$ cat config.mk
export PLATFORM = sky130hd
export DESIGN_NAME = fpu_sign_pipe
export DESIGN_NICKNAME = d
export VERILOG_FILES = /design/src/rtl/fpu_sign_pipe.sv
export SDC_FILE = /design/constraint.sdc
export NUM_CORES = 1
export LEC_CHECK = 0
export BUFFER_PORTS_ARGS = -buffer_cell sky130_fd_sc_hd__buf_2
export CORE_MARGIN = 10
export CORE_UTILIZATION = 40
export CTS_BUF_LIST = sky130_fd_sc_hd__clkbuf_4 sky130_fd_sc_hd__clkbuf_8
export DETAILED_ROUTE_END_ITERATION = 8
export SYNTH_ARGS = -nofsm -noshare
export SYNTH_HDL_FRONTEND = slang
export SYNTH_SLANG_ARGS = --single-unit
$ cat constraint.sdc
create_clock -name clk -period 1.86 [get_ports clk]
set_input_delay 0 -clock clk [delete_from_list [all_inputs] [get_ports clk]]
set_output_delay 0 -clock clk [all_outputs]
set_load 0.01 [all_outputs]
$ cat src/rtl/fpu_sign_pipe.sv
// fpu_sign_pipe: two-stage, multi-lane result-sign resolver for add/sub/mul/div with valid/ready flow control.
// Optional NaN propagation (NaN inputs, ResNaN output) is enabled by defining FPU_SIGN_NAN_EN.

module fpu_sign_lane (
  input  logic       clk,
  input  logic       rst_n,
  input  logic       a_en_i,
  input  logic       b_en_i,
  input  logic [1:0] op_i,
  input  logic [1:0] op_a_i,
  input  logic [2:0] rm_a_i,
  input  logic       sign_x_i,
  input  logic       sign_y_i,
  input  logic       exp_y_gt_i,
  input  logic       exp_eq_i,
  input  logic       man_y_gt_i,
  input  logic       man_eq_i,
`ifdef FPU_SIGN_NAN_EN
  input  logic       nan_x_i,
  input  logic       nan_y_i,
  output logic       res_nan_o,
`endif
  output logic       res_sign_o,
  output logic       eff_sub_o
);

  typedef struct packed {
    logic xs;
    logic eff;
    logic ylarger;
    logic cancel;
    logic sx;
    logic sy;
`ifdef FPU_SIGN_NAN_EN
    logic nan;
`endif
  } lane_a_t;

  lane_a_t a_d, a_q;
  logic    sign_d, sign_q, eff_q;

  always_comb begin
    a_d         = '0;
    a_d.xs      = sign_x_i ^ sign_y_i;
    a_d.eff     = ~op_i[1] & (op_i[0] ^ a_d.xs);
    a_d.ylarger = exp_y_gt_i | (exp_eq_i & man_y_gt_i);
    a_d.cancel  = a_d.eff & exp_eq_i & man_eq_i;
    a_d.sx      = sign_x_i;
    a_d.sy      = sign_y_i;
`ifdef FPU_SIGN_NAN_EN
    a_d.nan     = nan_x_i | nan_y_i;
`endif
  end

  // Exact cancellation gives -0 only when rounding down; every other code (incl. illegal ones) gives +0.
  always_comb begin
    sign_d = a_q.sx;
    if (op_a_i[1])
      sign_d = a_q.xs;
    else if (a_q.eff)
      sign_d = a_q.cancel  ? (rm_a_i == 3'b010) :
               a_q.ylarger ? (a_q.sy ^ op_a_i[0]) : a_q.sx;
`ifdef FPU_SIGN_NAN_EN
    if (a_q.nan) sign_d = 1'b0;
`endif
  end

  always_ff @(posedge clk or negedge rst_n) begin
    if (!rst_n)      a_q <= '0;
    else if (a_en_i) a_q <= a_d;
  end

  always_ff @(posedge clk or negedge rst_n) begin
    if (!rst_n) begin
      sign_q <= 1'b0;
      eff_q  <= 1'b0;
    end else if (b_en_i) begin
      sign_q <= sign_d;
      eff_q  <= a_q.eff;
    end
  end

`ifdef FPU_SIGN_NAN_EN
  logic nan_q;
  always_ff @(posedge clk or negedge rst_n) begin
    if (!rst_n)      nan_q <= 1'b0;
    else if (b_en_i) nan_q <= a_q.nan;
  end
  assign res_nan_o = nan_q;
`endif

  assign res_sign_o = sign_q;
  assign eff_sub_o  = eff_q;

endmodule

module fpu_sign_pipe #(
  parameter int LANES = 1,
  parameter int TAG_W = 4
) (
  input  logic             clk,
  input  logic             rst_n,
  input  logic             flush_i,
  input  logic             in_valid_i,
  output logic             in_ready_o,
  input  logic [1:0]       op_i,
  input  logic [2:0]       round_mode_i,
  input  logic [TAG_W-1:0] in_tag_i,
  input  logic [LANES-1:0] sign_x_i,
  input  logic [LANES-1:0] sign_y_i,
  input  logic [LANES-1:0] exp_y_gt_i,
  input  logic [LANES-1:0] exp_eq_i,
  input  logic [LANES-1:0] man_y_gt_i,
  input  logic [LANES-1:0] man_eq_i,
`ifdef FPU_SIGN_NAN_EN
  input  logic [LANES-1:0] nan_x_i,
  input  logic [LANES-1:0] nan_y_i,
  output logic [LANES-1:0] res_nan_o,
`endif
  output logic             out_valid_o,
  input  logic             out_ready_i,
  output logic [TAG_W-1:0] out_tag_o,
  output logic [LANES-1:0] res_sign_o,
  output logic [LANES-1:0] eff_sub_o
);

  localparam int STAGES = 2;

  typedef struct packed {
    logic [1:0]       op;
    logic [2:0]       rm;
    logic [TAG_W-1:0] tag;
  } req_t;

  logic [STAGES:1]  vld_pipe_q;
  logic             a_adv, b_adv, a_en, b_en;
  req_t             req_d, req_a_q;
  logic [TAG_W-1:0] tag_b_q;

  assign b_adv      = ~vld_pipe_q[2] | out_ready_i;
  assign a_adv      = ~vld_pipe_q[1] | b_adv;
  assign in_ready_o = a_adv;

  // Data registers only load on a real transfer; flush blocks the load so it wins over a same-edge handshake.
  assign a_en = in_valid_i & a_adv & ~flush_i;
  assign b_en = vld_pipe_q[1] & b_adv & ~flush_i;

  assign req_d = '{op: op_i, rm: round_mode_i, tag: in_tag_i};

  always_ff @(posedge clk or negedge rst_n) begin
    if (!rst_n)
      vld_pipe_q <= '0;
    else if (flush_i)
      vld_pipe_q <= '0;
    else begin
      if (a_adv) vld_pipe_q[1] <= in_valid_i;
      if (b_adv) vld_pipe_q[2] <= vld_pipe_q[1];
    end
  end

  always_ff @(posedge clk or negedge rst_n) begin
    if (!rst_n)    req_a_q <= '0;
    else if (a_en) req_a_q <= req_d;
  end

  always_ff @(posedge clk or negedge rst_n) begin
    if (!rst_n)    tag_b_q <= '0;
    else if (b_en) tag_b_q <= req_a_q.tag;
  end

  for (genvar i = 0; i < LANES; i++) begin : g_lane
    fpu_sign_lane u_lane (
      .clk        (clk),
      .rst_n      (rst_n),
      .a_en_i     (a_en),
      .b_en_i     (b_en),
      .op_i       (op_i),
      .op_a_i     (req_a_q.op),
      .rm_a_i     (req_a_q.rm),
      .sign_x_i   (sign_x_i[i]),
      .sign_y_i   (sign_y_i[i]),
      .exp_y_gt_i (exp_y_gt_i[i]),
      .exp_eq_i   (exp_eq_i[i]),
      .man_y_gt_i (man_y_gt_i[i]),
      .man_eq_i   (man_eq_i[i]),
`ifdef FPU_SIGN_NAN_EN
      .nan_x_i    (nan_x_i[i]),
      .nan_y_i    (nan_y_i[i]),
      .res_nan_o  (res_nan_o[i]),
`endif
      .res_sign_o (res_sign_o[i]),
      .eff_sub_o  (eff_sub_o[i])
    );
  end

  assign out_valid_o = vld_pipe_q[2];
  assign out_tag_o   = tag_b_q;

endmodule

### Word-level counts from Yosys, hierarchy flattened

Index checks and enable logic that the tools add are counted.

| storage, ports and cells | value |
|---|---|
| flip-flop bits (word level) | 23 |
| bits in latches | 0 |
| RAM bits | 0 |
| ROM bits | 0 |
| output and inout port bits | 8 |
| memories | 0 |

| operators by class | value |
|---|---|
| add/subtract/negate cells | 0 |
| multiply operators | 0 |
| div/mod/pow operators | 0 |
| $lt $le $gt $ge | 0 |
| equality and inequality tests | 1 |
| shift-type cells | 0 |
| muxes and demuxes | 7 |
| bitwise operators | 18 |
| reduce and logical (&&, ||, !) cells | 2 |

Operators with widths:

| kind | number |
|---|---|
| $and 1x1->1 | 8 |
| $mux 1 | 6 |
| $not 1->1 | 4 |
| $reduce_bool 2->1 | 2 |
| $eq 3x2->1 const B | 1 |
| $or 1x1->1 | 3 |
| $xor 1x1->1 | 3 |
| $mux 2 | 1 |

### Logic depth before layout (Yosys ltp)

| logic depth | value |
|---|---|
| word-level depth | 5 |
| gate-level depth with buffers | 5 |
| gate-level depth less buffers | 4 |

### By module

From an unflattened synthesis, not the netlist that was laid out.

| second synthesis, totals | value |
|---|---|
| cell total of the unflattened synthesis | 72 |
| area, all modules | 1,008.5 µm² |

Modules (own cells, without submodules):

| module | instances | cells an instance | area an instance (µm²) | sequential area each (µm²) |
|---|---|---|---|---|
| fpu_sign_pipe | 1 | 39 | 628.1 | 375.4 |
| fpu_sign_lane | 1 | 33 | 380.4 | 200.2 |

### Least setup slack after synthesis

OpenSTA, ideal clock, no wires.

| path | value |
|---|---|
| path type | flip-flop to flip-flop |
| from | register vld_pipe_q[2] (netlist bit) |
| to | register g_lane[0].u_lane.eff_q |
| library setup time | 0.125 ns |
| arrival time | 1.305 ns |
| slack | 0.430 ns |
| cell stages (with the launch flop) | 4 |
| clock period less this slack | 1.430 ns |
| cells stage by stage | dfrtp_1 nor2b_2 nor3b_2 mux2_2 |

| on the way | value |
|---|---|
| cells in the longest elaborated chain, start to end | 4 |

Ends and longest elaborated chain:

| element | RTL line | RTL |
|---|---|---|
| start, declared | 135 | `logic [STAGES:1] vld_pipe_q;` |
| $not 1->1 | 140 | `assign b_adv = ~vld_pipe_q[2] \| out_ready_i;` |
| $or 1x1->1 | 140 |  |
| $and 1x1->1 (2 in a row) | 146 | `assign b_en = vld_pipe_q[1] & b_adv & ~flush_i;` |
| end signal, assigned | 79 | `eff_q <= a_q.eff;` |
| end, declared | 40 | `logic sign_d, sign_q, eff_q;` |

No other way between the ends.
A chain may end at the register's enable or synchronous reset.

### Final worst setup path

| path | value |
|---|---|
| from | register vld_pipe_q[2] (netlist bit) |
| to | register tag_b_q[3] (netlist: out_tag_o[3]) |

| on the way | value |
|---|---|
| cells in the longest elaborated chain, start to end | 4 |

Ends and longest elaborated chain:

| element | RTL line | RTL |
|---|---|---|
| $not 1->1 | 140 |  |
| $or 1x1->1 | 140 |  |
| $and 1x1->1 (2 in a row) | 146 |  |
| end signal, assigned | 168 | `else if (b_en) tag_b_q <= req_a_q.tag;` |
| end, declared | 138 | `logic [TAG_W-1:0] tag_b_q;` |

No other way between the ends.

==> impl_results.md <==
- WL per Instance: 13.0 um
- H-tree levels: 1
- Initial antenna violation count: 0
- Nets: 136
- Crit share post-route: 80.3%
- Sequential area share after synthesis: 59.6%
- Yosys top cell area share: 59.6%
- CTS max path bufs: 2
- Die height: 69.1 um
- Final Wtd Congestion: 0.697
- WHS Path Cells: 4
- Die area: 4780 um2
- Commonest non-fill, non-tap cells in the layout: 27 x buf_2, 23 x dfrtp_1, 18 x mux2_2
- Hold Path Class: primary input to register
- Pleak: 0.000626 uW
- Post-CTS setup buffers: 0
- Num rows: 17
- Maximum fanout along the worst path: 7
- CP max-delay cell: nor3b_2
- CTS tree: yes
- Final instance area: 1330 um2
- Sequential Area: 576 um2
- Post-route ant nets: 0
- Worst path cell trace: nor2b_2, nor3b_2, mux2_2
- CTS clk-pin slew, worst paths: 130 ps
- Cells after synthesis: 68
- # IOs: 28
- Tmin final: 1490 ps
- Net switching power: 293 uW
- Setup TNS: 0 ps
- Routed WL: 1.86 mm
- Area contributors post-synth: dfrtp_1 60%, mux2_2 21%, nor2_1 2.7%
- Switch share: 26.2%
- Worst vdd ir: 0.000556 V
- Drt drc: 0
- Vias/cell: 4.71
- CP Capture Type: register
- Int Pwr: 825 uW
- Highest metal used: met4
- Measured slew at the worst slew-check pin: 497 ps
- Post-Syn Area: 966 um2
- Vias after detailed routing: 673
- Commonest non-fill, non-tap cell in the layout: buf_2
- Cell Area, Placed: 1130 um2
- Drt pass-1 iters: 2
- Synth Register Bits: 23
- CP top delay family: simple AND/OR/NAND/NOR gates
- Hold Vio Cnt, Final: 0
- GRT Total Usage: 7.45%
- Ant. Diodes: 0
- Combinational Power Share: 23.3%
- Cell taking the most area after synthesis: dfrtp_1
- Area delta synth->final: 37.3%
- Core ar.: 2250 um2
- Post-Syn Nets: 88
- Fmax: 669 MHz
- PortBufs: 27
- Share of post-route cells with drive strength above 1: 46.1%
- DRT iter0 DRCs: 26
- Max Cap Viol: 0
- Worst Path Arrival: 1700 ps
- CP Depth: 3
- YS warnings: 0
- RSZ-0062 raised after global routing: no
- Syn avg cell area: 14.2 um2
- P per Cell Area: 843 nW/um2
- Slew headroom: 66.9%
- Clock Sinks: 23
- CTS root buffer: clkbuf_4
- Largest net degree at the start of global routing: 24
- Sequential share of power: 56.7%
- FILL cells: 194
- Area of the multi-input gates: 379 um2
- Clk pwr share: 20.0%
- Startpoint Class: register
- Hold_buf cts: 17
- Resized Gates After CTS: 0
- Status: complete, no violations
- Met3 WL: 109 um
- Clk_skew: 7.30 ps
- WL met2: 821 um
- WP data required: 2060 ps
- Metal-1 WL: 917 um
- First-pass GRT wire length: 3.11 mm
- Finish-stage setup viols: 0
- CTS buffer count: 3
- R2R depth: 3
- CP max stage delay: 430 ps
- Count of unique library cells instantiated by Yosys: 19
- Initial core utilization: 42.8%
- Die W: 69.1 um
- Skew-Pair Late Insertion Delay: 300 ps
- Buf/Inv on CP: 0
- Slew Limit Fails: 0
- Vias in the first global route: 710
- Grt ovf: 0
- Critical path class: register to register
-- metrics by stage --
step | hold WS, ps | instances | utilization (%) | total power, uW | worst slack, ps
3_3_place_gp | -2.72 | 122 | 50.1 | 878 | 380
4_1_cts | 53.7 | 143 | 58.8 | 1140 | 338
3_5_place_dp | -0.220 | 122 | 50.1 | 886 | 352
6_report | 62.3 | 143 | 58.8 | 1120 | 366
2_1_floorplan | -296 | 68 | - | 785 | 430
5_1_grt | 56.8 | 143 | 58.8 | 1190 | 286
-- sequential cells by signal (all words and copies together), names as in the netlist --
register	count
vld_pipe_q	2
req_a_q	9
out_tag_o	4
g_lane.u_lane.a_q	6
g_lane.u_lane.res_sign_o	1
g_lane.u_lane.eff_sub_o	1
-- path summary, 6_finish.rpt --
kind                                                start                                     end  slack [ps]
worst max register to register  vld_pipe_q[2]$_DFFE_PN0P_                out_tag_o[3]$_DFFE_PN0P_         370
worst max-delay path            vld_pipe_q[2]$_DFFE_PN0P_                out_tag_o[3]$_DFFE_PN0P_         370
worst min-delay path                             man_eq_i     g_lane[0].u_lane.a_q[2]$_DFFE_PN0P_          60
max in group asynchronous                           rst_n     g_lane[0].u_lane.a_q[4]$_DFFE_PN0P_        1350
worst min register to register   out_tag_o[3]$_DFFE_PN0P_                out_tag_o[3]$_DFFE_PN0P_         520
min in group asynchronous                           rst_n  g_lane[0].u_lane.eff_sub_o$_DFFE_PN0P_         170
-- power by group through the flow --
stage | registers [uW] | clock network (uW) | logic (uW)
after floorplan | 659 | 0 | 126
after global routing | 648 | 250 | 288
final | 634 | 223 | 261
after CTS | 636 | 233 | 267
after detailed placement | 647 | 0 | 240
after global placement | 647 | 0 | 231
-- cell families after synthesis --
logic type / share of synthesized area, %
xor+xnor: 2.72
flops: 59.6
compound gates: 5.05
mux: 21.0
simple gates: 10.5
buf+inv: 1.17
-- cell type report --
type / instances / area share (%)
tap: 28 / 2.64
multi-input combinational: 43 / 28.6
clock buffer: 3 / 1.70
inverter: 1 / 0.283
timing repair buffer: 44 / 23.0
clock inverter: 1 / 0.377
sequential: 23 / 43.4
-- worst reg2reg max path, delay by kind of cell (launching register included) --
family / cells / cell delay, ps
simple gates: 2 / 600
flops: 1 / 420
mux: 1 / 390
-- layer usage --
| metal | vias to the layer above | GRT usage (%) |
|---|---|---|
| met5 | - | 0 |
| met4 | 0 | 2.66 |
| met3 | 2 | 2.71 |
| met2 | 20 | 11.7 |
| met1 | 317 | 9.08 |
| li1 | 334 | - |
-- synthesized netlist by cell type --
master,n
dfrtp_1,23
mux2_2,18
nor2_1,7
nand2_1,3
a21oi_1,2
xnor2_1,2
a211o_1,1
a22o_1,1
a311o_1,1
a31oi_1,1
buf_4,1
inv_1,1
nand3b_2,1
nand3b_4,1
nand4bb_1,1
nor2b_2,1
nor3b_2,1
o21ai_0,1
xor2_1,1
Power figures use the tool's default switching activity.
